File: config.mk
export PLATFORM = sky130hd
export DESIGN_NAME = led_shift_ctrl
export DESIGN_NICKNAME = d
export VERILOG_FILES = /design/src/rtl/led_shift_ctrl.sv
export SDC_FILE = /design/constraint.sdc
export NUM_CORES = 1
export LEC_CHECK = 0
export CAP_MARGIN = 15
export CORE_UTILIZATION = 48
export CTS_CLUSTER_SIZE = 16
export DETAILED_ROUTE_END_ITERATION = 10
export GPL_ROUTABILITY_DRIVEN = 0
export PLACE_DENSITY = 0.75
export SLEW_MARGIN = 20
export SYNTH_ARGS = -nofsm -noshare
export SYNTH_HDL_FRONTEND = slang
export SYNTH_SLANG_ARGS = --single-unit
File: constraint.sdc
create_clock -name clk -period 2.15 [get_ports clk]
set_clock_uncertainty 0.2 [all_clocks]
set_input_delay 0.645 -clock clk [delete_from_list [all_inputs] [get_ports clk]]
set_output_delay 0.645 -clock clk [all_outputs]
set_load 0.01 [all_outputs]
File: src/rtl/led_shift_ctrl.sv
// rtl/led_shift_ctrl.sv - LED shift-pattern sequencer with rotate, ping-pong and fill/drain modes
//
// Ports:
//   clk        rising-edge clock
//   rst_n      asynchronous active-low reset
//   start      one-cycle request: load seed (0 becomes 1) and begin sequencing
//   pause      level: while high, stepping is frozen (HOLD)
//   stop       one-cycle request: abort, clear led, return to IDLE
//   mode       00 rotate-left, 01 rotate-right, 10 ping-pong, 11 fill/drain
//   seed       initial pattern
//   led        registered pattern
//   busy       high in RUN or HOLD
//   step_tick  one-cycle pulse on each shift
//   wrap       one-cycle pulse at a sequence boundary, coincident with step_tick
//
// Configuration macro: LED_CTRL_PINGPONG_EN enables the ping-pong mode; without it
// there is no direction register and mode 10 behaves as rotate-left.
module led_shift_ctrl #(
    parameter int WIDTH = 4,
    parameter int DIV   = 4
) (
    input  logic             clk,
    input  logic             rst_n,
    input  logic             start,
    input  logic             pause,
    input  logic             stop,
    input  logic [1:0]       mode,
    input  logic [WIDTH-1:0] seed,
    output logic [WIDTH-1:0] led,
    output logic             busy,
    output logic             step_tick,
    output logic             wrap
);

    localparam int PW = (DIV > 1) ? $clog2(DIV) : 1;
    localparam logic [PW-1:0]    PRESC_MAX = PW'(DIV - 1);
    localparam logic [WIDTH-1:0] ONE       = WIDTH'(1);

    typedef enum logic [1:0] {IDLE, RUN, HOLD} state_t;

    state_t           state, state_nxt;
    logic [PW-1:0]    presc;
    logic [WIDTH-1:0] ref_pat;
    logic             phase;        // 0: fill, 1: drain
    logic [WIDTH-1:0] led_nxt;
    logic             phase_nxt;
    logic             wrap_nxt;
    logic [WIDTH-1:0] seed_ld;
    logic [WIDTH-1:0] rot_l, rot_r, fill_pat, drain_pat;
    logic             counting, step_now;
`ifdef LED_CTRL_PINGPONG_EN
    logic             dir;          // 0: left, 1: right
    logic             dir_nxt;
    logic [WIDTH-1:0] shl, shr;
`endif

    assign busy     = (state != IDLE);
    assign seed_ld  = (seed == '0) ? ONE : seed;
    // The prescaler advances on every non-paused busy cycle, including the
    // HOLD->RUN edge, so a paused count resumes exactly where it froze.
    assign counting = busy && !stop && !pause;
    assign step_now = counting && (presc == PRESC_MAX);

    assign rot_l     = {led[WIDTH-2:0], led[WIDTH-1]};
    assign rot_r     = {led[0], led[WIDTH-1:1]};
    assign fill_pat  = {led[WIDTH-2:0], 1'b1};
    assign drain_pat = {led[WIDTH-2:0], 1'b0};
`ifdef LED_CTRL_PINGPONG_EN
    assign shl       = {led[WIDTH-2:0], 1'b0};
    assign shr       = {1'b0, led[WIDTH-1:1]};
`endif

    always_ff @(posedge clk or negedge rst_n) begin
        if (!rst_n) begin
            state <= IDLE;
        end else begin
            state <= state_nxt;
        end
    end

    always_comb begin
        state_nxt = state;
        case (state)
            IDLE:    if (!stop && start) state_nxt = RUN;
            RUN:     if (stop) state_nxt = IDLE;
                     else if (pause) state_nxt = HOLD;
            HOLD:    if (stop) state_nxt = IDLE;
                     else if (!pause) state_nxt = RUN;
            default: state_nxt = IDLE;
        endcase
    end

    // Next pattern for a step, chosen by the mode sampled in the step cycle.
    always_comb begin
        led_nxt   = led;
        phase_nxt = phase;
        wrap_nxt  = 1'b0;
`ifdef LED_CTRL_PINGPONG_EN
        dir_nxt   = dir;
`endif
        case (mode)
            2'b00: begin
                led_nxt  = rot_l;
                wrap_nxt = (rot_l == ref_pat);
            end
            2'b01: begin
                led_nxt  = rot_r;
                wrap_nxt = (rot_r == ref_pat);
            end
            2'b10: begin
`ifdef LED_CTRL_PINGPONG_EN
                if (led[WIDTH-1] && led[0]) begin
                    // Pinned at both ends: hold the pattern, just turn around.
                    dir_nxt  = !dir;
                    wrap_nxt = 1'b1;
                end else if (!dir && led[WIDTH-1]) begin
                    dir_nxt  = 1'b1;
                    led_nxt  = shr;
                    wrap_nxt = 1'b1;
                end else if (dir && led[0]) begin
                    dir_nxt  = 1'b0;
                    led_nxt  = shl;
                    wrap_nxt = 1'b1;
                end else begin
                    led_nxt  = dir ? shr : shl;
                end
`else
                led_nxt  = rot_l;
                wrap_nxt = (rot_l == ref_pat);
`endif
            end
            2'b11: begin
                if (!phase) begin
                    led_nxt = fill_pat;
                    if (&fill_pat) begin
                        phase_nxt = 1'b1;
                        wrap_nxt  = 1'b1;
                    end
                end else begin
                    led_nxt = drain_pat;
                    if (drain_pat == '0) begin
                        phase_nxt = 1'b0;
                        wrap_nxt  = 1'b1;
                    end
                end
            end
        endcase
    end

    always_ff @(posedge clk or negedge rst_n) begin
        if (!rst_n) begin
            led       <= '0;
            presc     <= '0;
            ref_pat   <= '0;
            phase     <= 1'b0;
            step_tick <= 1'b0;
            wrap      <= 1'b0;
`ifdef LED_CTRL_PINGPONG_EN
            dir       <= 1'b0;
`endif
        end else begin
            step_tick <= 1'b0;
            wrap      <= 1'b0;
            if (stop) begin
                led   <= '0;
                presc <= '0;
            end else if (state == IDLE) begin
                if (start) begin
                    led     <= seed_ld;
                    ref_pat <= seed_ld;
                    phase   <= 1'b0;
                    presc   <= '0;
`ifdef LED_CTRL_PINGPONG_EN
                    dir     <= 1'b0;
`endif
                end
            end else if (counting) begin
                if (step_now) begin
                    presc     <= '0;
                    led       <= led_nxt;
                    phase     <= phase_nxt;
                    step_tick <= 1'b1;
                    wrap      <= wrap_nxt;
`ifdef LED_CTRL_PINGPONG_EN
                    dir       <= dir_nxt;
`endif
                end else begin
                    presc <= presc + 1'b1;
                end
            end
        end
    end

endmodule

; ---- After elaboration in Yosys (flattened, before gate mapping)
; Cells that the tools add are included.
[word_totals]
ff_bits = 15
latch_bits = 0
ramBits = 0
rom_bits = 0
out_inout_bits = 7
mem_count = 0
[classes]
add_sub_neg = 1
multipliers = 0
div_mod_pow = 0
n_lt_le_gt_ge = 0
n_eq_ne = 13
n_shift = 0
mux = 38
bitwise = 1
reduce_logical = 23
[ops]
columns = op, n
row1 = $mux 4, 6
row2 = $mux 2, 10
row3 = $mux 1, 19
row4 = $pmux 4 s3, 1
row5 = $reduce_and 3->1, 4
row6 = $ne 3x3->1 const B, 3
row7 = $eq 2x2->1 const B, 4
row8 = $eq 4x4->1, 2
row9 = $logic_not 4->1, 2
row10 = $reduce_bool 2->1, 4
row11 = $pmux 2 s3, 1
row12 = $reduce_bool 3->1, 2
row13 = $reduce_and 5->1, 1
row14 = $eq 2x1->1 const B, 2
row15 = $logic_and 1x1->1, 4
row16 = $logic_not 2->1, 2
row17 = $ne 2x2->1 const B, 2
row18 = $pmux 1 s3, 1
row19 = $add 2x1->2 const B, 1
row20 = $logic_not 1->1, 2
row21 = $reduce_and 2->1, 1
row22 = $reduce_or 2->1, 1
row23 = $not 1->1, 1

; ---- Longest topological paths before layout
[depth]
ltp_word = 8
ltp_mapped = 5
depth_no_buf = 5

; ---- Least setup slack after synthesis
; No wires, ideal clock.
[synth_timing]
path_kind = input to register
start = input mode[0]
end = register led[3]
arrival_time_ns = 1.602
t_required_ns = 1.829
setup_slack_ns = 0.227
stages = 5
n_path_buf = 1
path_cell_list = buf_2 nor2b_1 mux2i_1 o21ai_0 a22o_1
[synth_between]
elab_chain_cells = 7
word_cells_on_any_way = 10
classes_between = eq/ne: 3 / mux: 5 / reduce/logical: 2
[synth_rtl]
columns = item, line_no
row1 = from (decl), 27  ; input logic [1:0] mode,
row2 = $eq 2x2->1 or $logic_not 2->1 (tied branches), 101  ; case (mode)
row3 = $reduce_or 2->1 (no line), --
row4 = $pmux 4 s3 *, 101
row5 = $mux 4 *, 178  ; if (step_now) begin
row6 = $mux 4 *, 177  ; end else if (counting) begin
row7 = $mux 4 *, 167  ; end else if (state == IDLE) begin
row8 = $mux 4 *, 164  ; if (stop) begin
row9 = to (signal assigned), 169  ; led <= seed_ld;
row10 = to (signal assigned), 180  ; led <= led_nxt;
row11 = to (decl), 29  ; output logic [WIDTH-1:0] led,
; Mark *: on every way between the ends. The rest lies on a longest branch, timed or not. The select of a mux whose other input is x is not followed.
; A chain may end at the register's enable or synchronous reset.

; ---- Worst setup path after layout
[layout_timing]
start = input stop
end = register phase
[layout_between]
elab_chain_cells = 6
word_cells_on_any_way = 8
classes_between = bitwise: 1 / reduce/logical: 7
[layout_rtl]
columns = item, line_no
row1 = from (decl), 26  ; input logic stop,
row2 = $logic_not 1->1, 61  ; assign counting = busy && !stop && !pause;
row3 = $logic_and 1x1->1 (2 in series), 61
row4 = $logic_and 1x1->1, 62  ; assign step_now = counting && (presc == PRESC_MAX);
row5 = $reduce_bool 2->1 (no line), --
row6 = $reduce_and 5->1 (no line) *, --
row7 = to (signal assigned), 181  ; phase <= phase_nxt;
row8 = to (decl), 44  ; logic phase;
; Mark *: on every way between the ends. The rest lies on a longest branch, timed or not.

==> impl_metrics.tcl <==
set metrics [dict create \
    ir_drop_mv 0.4333 \
    finalCritPeriodShare 0.9535 \
    syn2layout_area_growth_pct 37.83 \
    netlist_instances 97 \
    clk_latency_ns 0.29 \
    synth.distinct_cells 35 \
    status "finished, final reports clean" \
    clockRootBuffer "clkbuf_4" \
    drc 0 \
    p_per_area_nw_per_um2 545.9 \
    hold_depth 1 \
    grt_first_pass_wirelength_um 3332 \
    setup_viol 0 \
    cts_hold_buf 0 \
    synthArstFlopShare 1.000 \
    synthTopCellsByCount "dfrtp_1 (15), mux2i_1 (8), nand2_1 (8), nor2_1 (8), o21ai_0 (7)" \
    synth_edf_count 0 \
    pin_count 18 \
    holdPathEnd "ref_pat[2]$_DFFE_PN0P_" \
    cts_buffers 3 \
    reg2reg_depth 5 \
    required_ns 2.13 \
    wl_um 2022 \
    multiInputGateArea_um2 525.5 \
    drtPass1Iterations 4 \
    synthFlopType "dfrtp_1" \
    postLayoutSetupSlackWorst_ns 0.09995 \
    slew_viol_final 0 \
    timing.setup.tns_ns 0 \
    die_area_um2 2130 \
    via_count 839 \
    die_w_um 46.16 \
    h-tree-depth 1 \
    cts.path.max_buffers 2 \
    n_fill_cell 129 \
    dr.first_iter.drc_count 27 \
    dpl_cell_area_um2 1226 \
    synth.most_common_cell "dfrtp_1" \
    yosysTopAreaCell "dfrtp_1" \
    fmax_ghz 0.4878 \
    drv_cap 0 \
    reg2reg_slack_ns 0.37 \
    viasPerCell 5.344 \
    final_cell_area_um2 1290 \
    synth_area_leaders "dfrtp_1 (40%), mux2i_1 (8.6%), a22o_1 (3.7%)" \
    timing.rr.end "led[1]$_DFFE_PN0P_" \
    dp_hpwl_um 1550 \
    hold_path.class "flop to flop" \
    worst_slew_pin_slew_ns 0.5099 \
    grt_pass1_vias 731 \
    grt.overflow.total 0 \
    antennaDiodeCount 0 \
    rsz0062_at_grt "no" \
    grt_usage 0.2245 \
    grt_max_degree 16 \
    port_buffers 17 \
    initial_core_util 0.5249 \
    postRouteAntennaNets 0 \
    row_count 15 \
    fin_nets 145 \
    fp.dieH_um 46.16 \
    finalHoldViolCount 0 \
    worstPathMaxFanout 5 \
    synth_seq_cells 15 \
    cp.arrival_ns 2.03 \
    synth-seq-area-share 0.4011 \
    yosysWarningCount 0 \
    cts_tree "built" \
    wl_per_cell_um 12.88 \
    antenna_found_initial 0 \
    synth_area_per_cell_um2 9.648 \
    start_kind "input port" \
    min_from "ref_pat[2]$_DFFE_PN0P_" \
    coreArea_um2 1783 \
    crit_type "input port to flop" \
    cp-end-kind "flop" \
    post-route-min-period_ns 2.050 \
    netlist_area_um2 935.9 \
    ff_latch_area_um2 380.4 \
    clkTransAtPathRegs_ns 0.10 \
    pre_cts_ws_ns -0.2209 \
    synth_top_area_frac 0.4011 \
    syn_nets 109 \
    max_slew_margin 0.6580 \
    drive_above_1_share 0.2652 \
    p_leak_nw 0.5538 \
    cts.sinks 15 \
    r2r-start "state[0]$_DFFE_PN0P_" \
]
==> cells by family (layout without fill, tap and decap cells) <==
logic type | after synthesis | after routing | share of synthesized area
multiplexers | 12 | 12 | 0.1377
buffers and inverters | 9 | 44 | 0.03743
adder cells (fa/ha/maj) | 1 | 1 | 0.01337
XOR/XNOR | 3 | 3 | 0.02808
AO/OA/AOI/OAI | 25 | 25 | 0.1725
flip-flops | 15 | 15 | 0.4011
AND/OR/NAND/NOR | 32 | 32 | 0.2099
==> per-layer routing <==
metal | GRT usage | wire [um]
met4 | 0.08235 | 23
met5 | 0 | 0
met2 | 0.3408 | 957
met3 | 0.03529 | 72
met1 | 0.3195 | 968
==> cell usage in the layout, fill, tap and decap left out, types with 3 or more instances in the layout <==
master,instances
a21oi_1,5
a22o_1,4
a31oi_1,3
buf_4,18
clkbuf_4,3
clkdlybuf4s50_1,16
dfrtp_1,11
dfrtp_2,4
inv_1,5
mux2_2,3
mux2i_1,8
nand2_1,8
nor2_1,8
nor2b_1,3
o21ai_0,7
==> through the flow <==
| stage | instances | hold WS, ns | total power, mW | utilization |
|---|---|---|---|---|
| 4_1_cts | 155 | 0.3429 | 0.7029 | 0.7151 |
| 3_5_place_dp | 149 | 0.3201 | 0.5315 | 0.6877 |
| 6_report | 157 | 0.3406 | 0.7042 | 0.7235 |
| 5_1_grt | 157 | 0.3827 | 0.7436 | 0.7235 |
| 3_3_place_gp | 149 | 0.3174 | 0.5242 | 0.6877 |
| 2_1_floorplan | 97 | 0.1494 | 0.4418 | - |
==> timing repair <==
action                                  CTS  global route
buffers inserted                          2             2
endpoints found under the setup margin    3             2
gates resized for setup                   5             0
==> power by group <==
group / internal [mW] / switching (mW) / leakage, nW
Combinational: 0.108 / 0.0936 / 0.350
Sequential: 0.308 / 0.0244 / 0.190
Clock: 0.0707 / 0.0991 / 0.0139
Total: 0.487 / 0.217 / 0.554
==> final cells by class <==
cell class / count / share of cell area
Clock inverter: 1 / 0.005820
Multi-Input combinational cell: 73 / 0.4074
Sequential cell: 15 / 0.2949
Clock buffer: 3 / 0.01746
Inverter: 5 / 0.01455
Timing Repair Buffer: 35 / 0.2357
Tap cell: 25 / 0.02425
==> how the worst max path moves through the flow <==
stage          depth (start not counted)                 end               start
2_1_floorplan                          5  led[3]$_DFFE_PN0P_             mode[0]
3_3_place_gp                           4   phase$_DFFE_PN0P_                stop
3_5_place_dp                           4   phase$_DFFE_PN0P_                stop
4_1_cts                                1              led[1]  led[1]$_DFFE_PN0P_
5_1_grt                                4  led[1]$_DFFE_PN0P_                stop
6_report                               4   phase$_DFFE_PN0P_                stop
==> state kept, by name (all words and copies together) (netlist names) <==
signal / flops
step_tick: 1
state: 2
presc: 2
wrap: 1
phase: 1
ref_pat: 4
led: 4
==> worst max-delay path, stage by stage <==
cell and delay, ns:
clkdlybuf4s50_1 0.51, nor4b_4 0.44, nand3_2 0.14, mux2_4 0.30
Power figures use the tool's default switching activity.
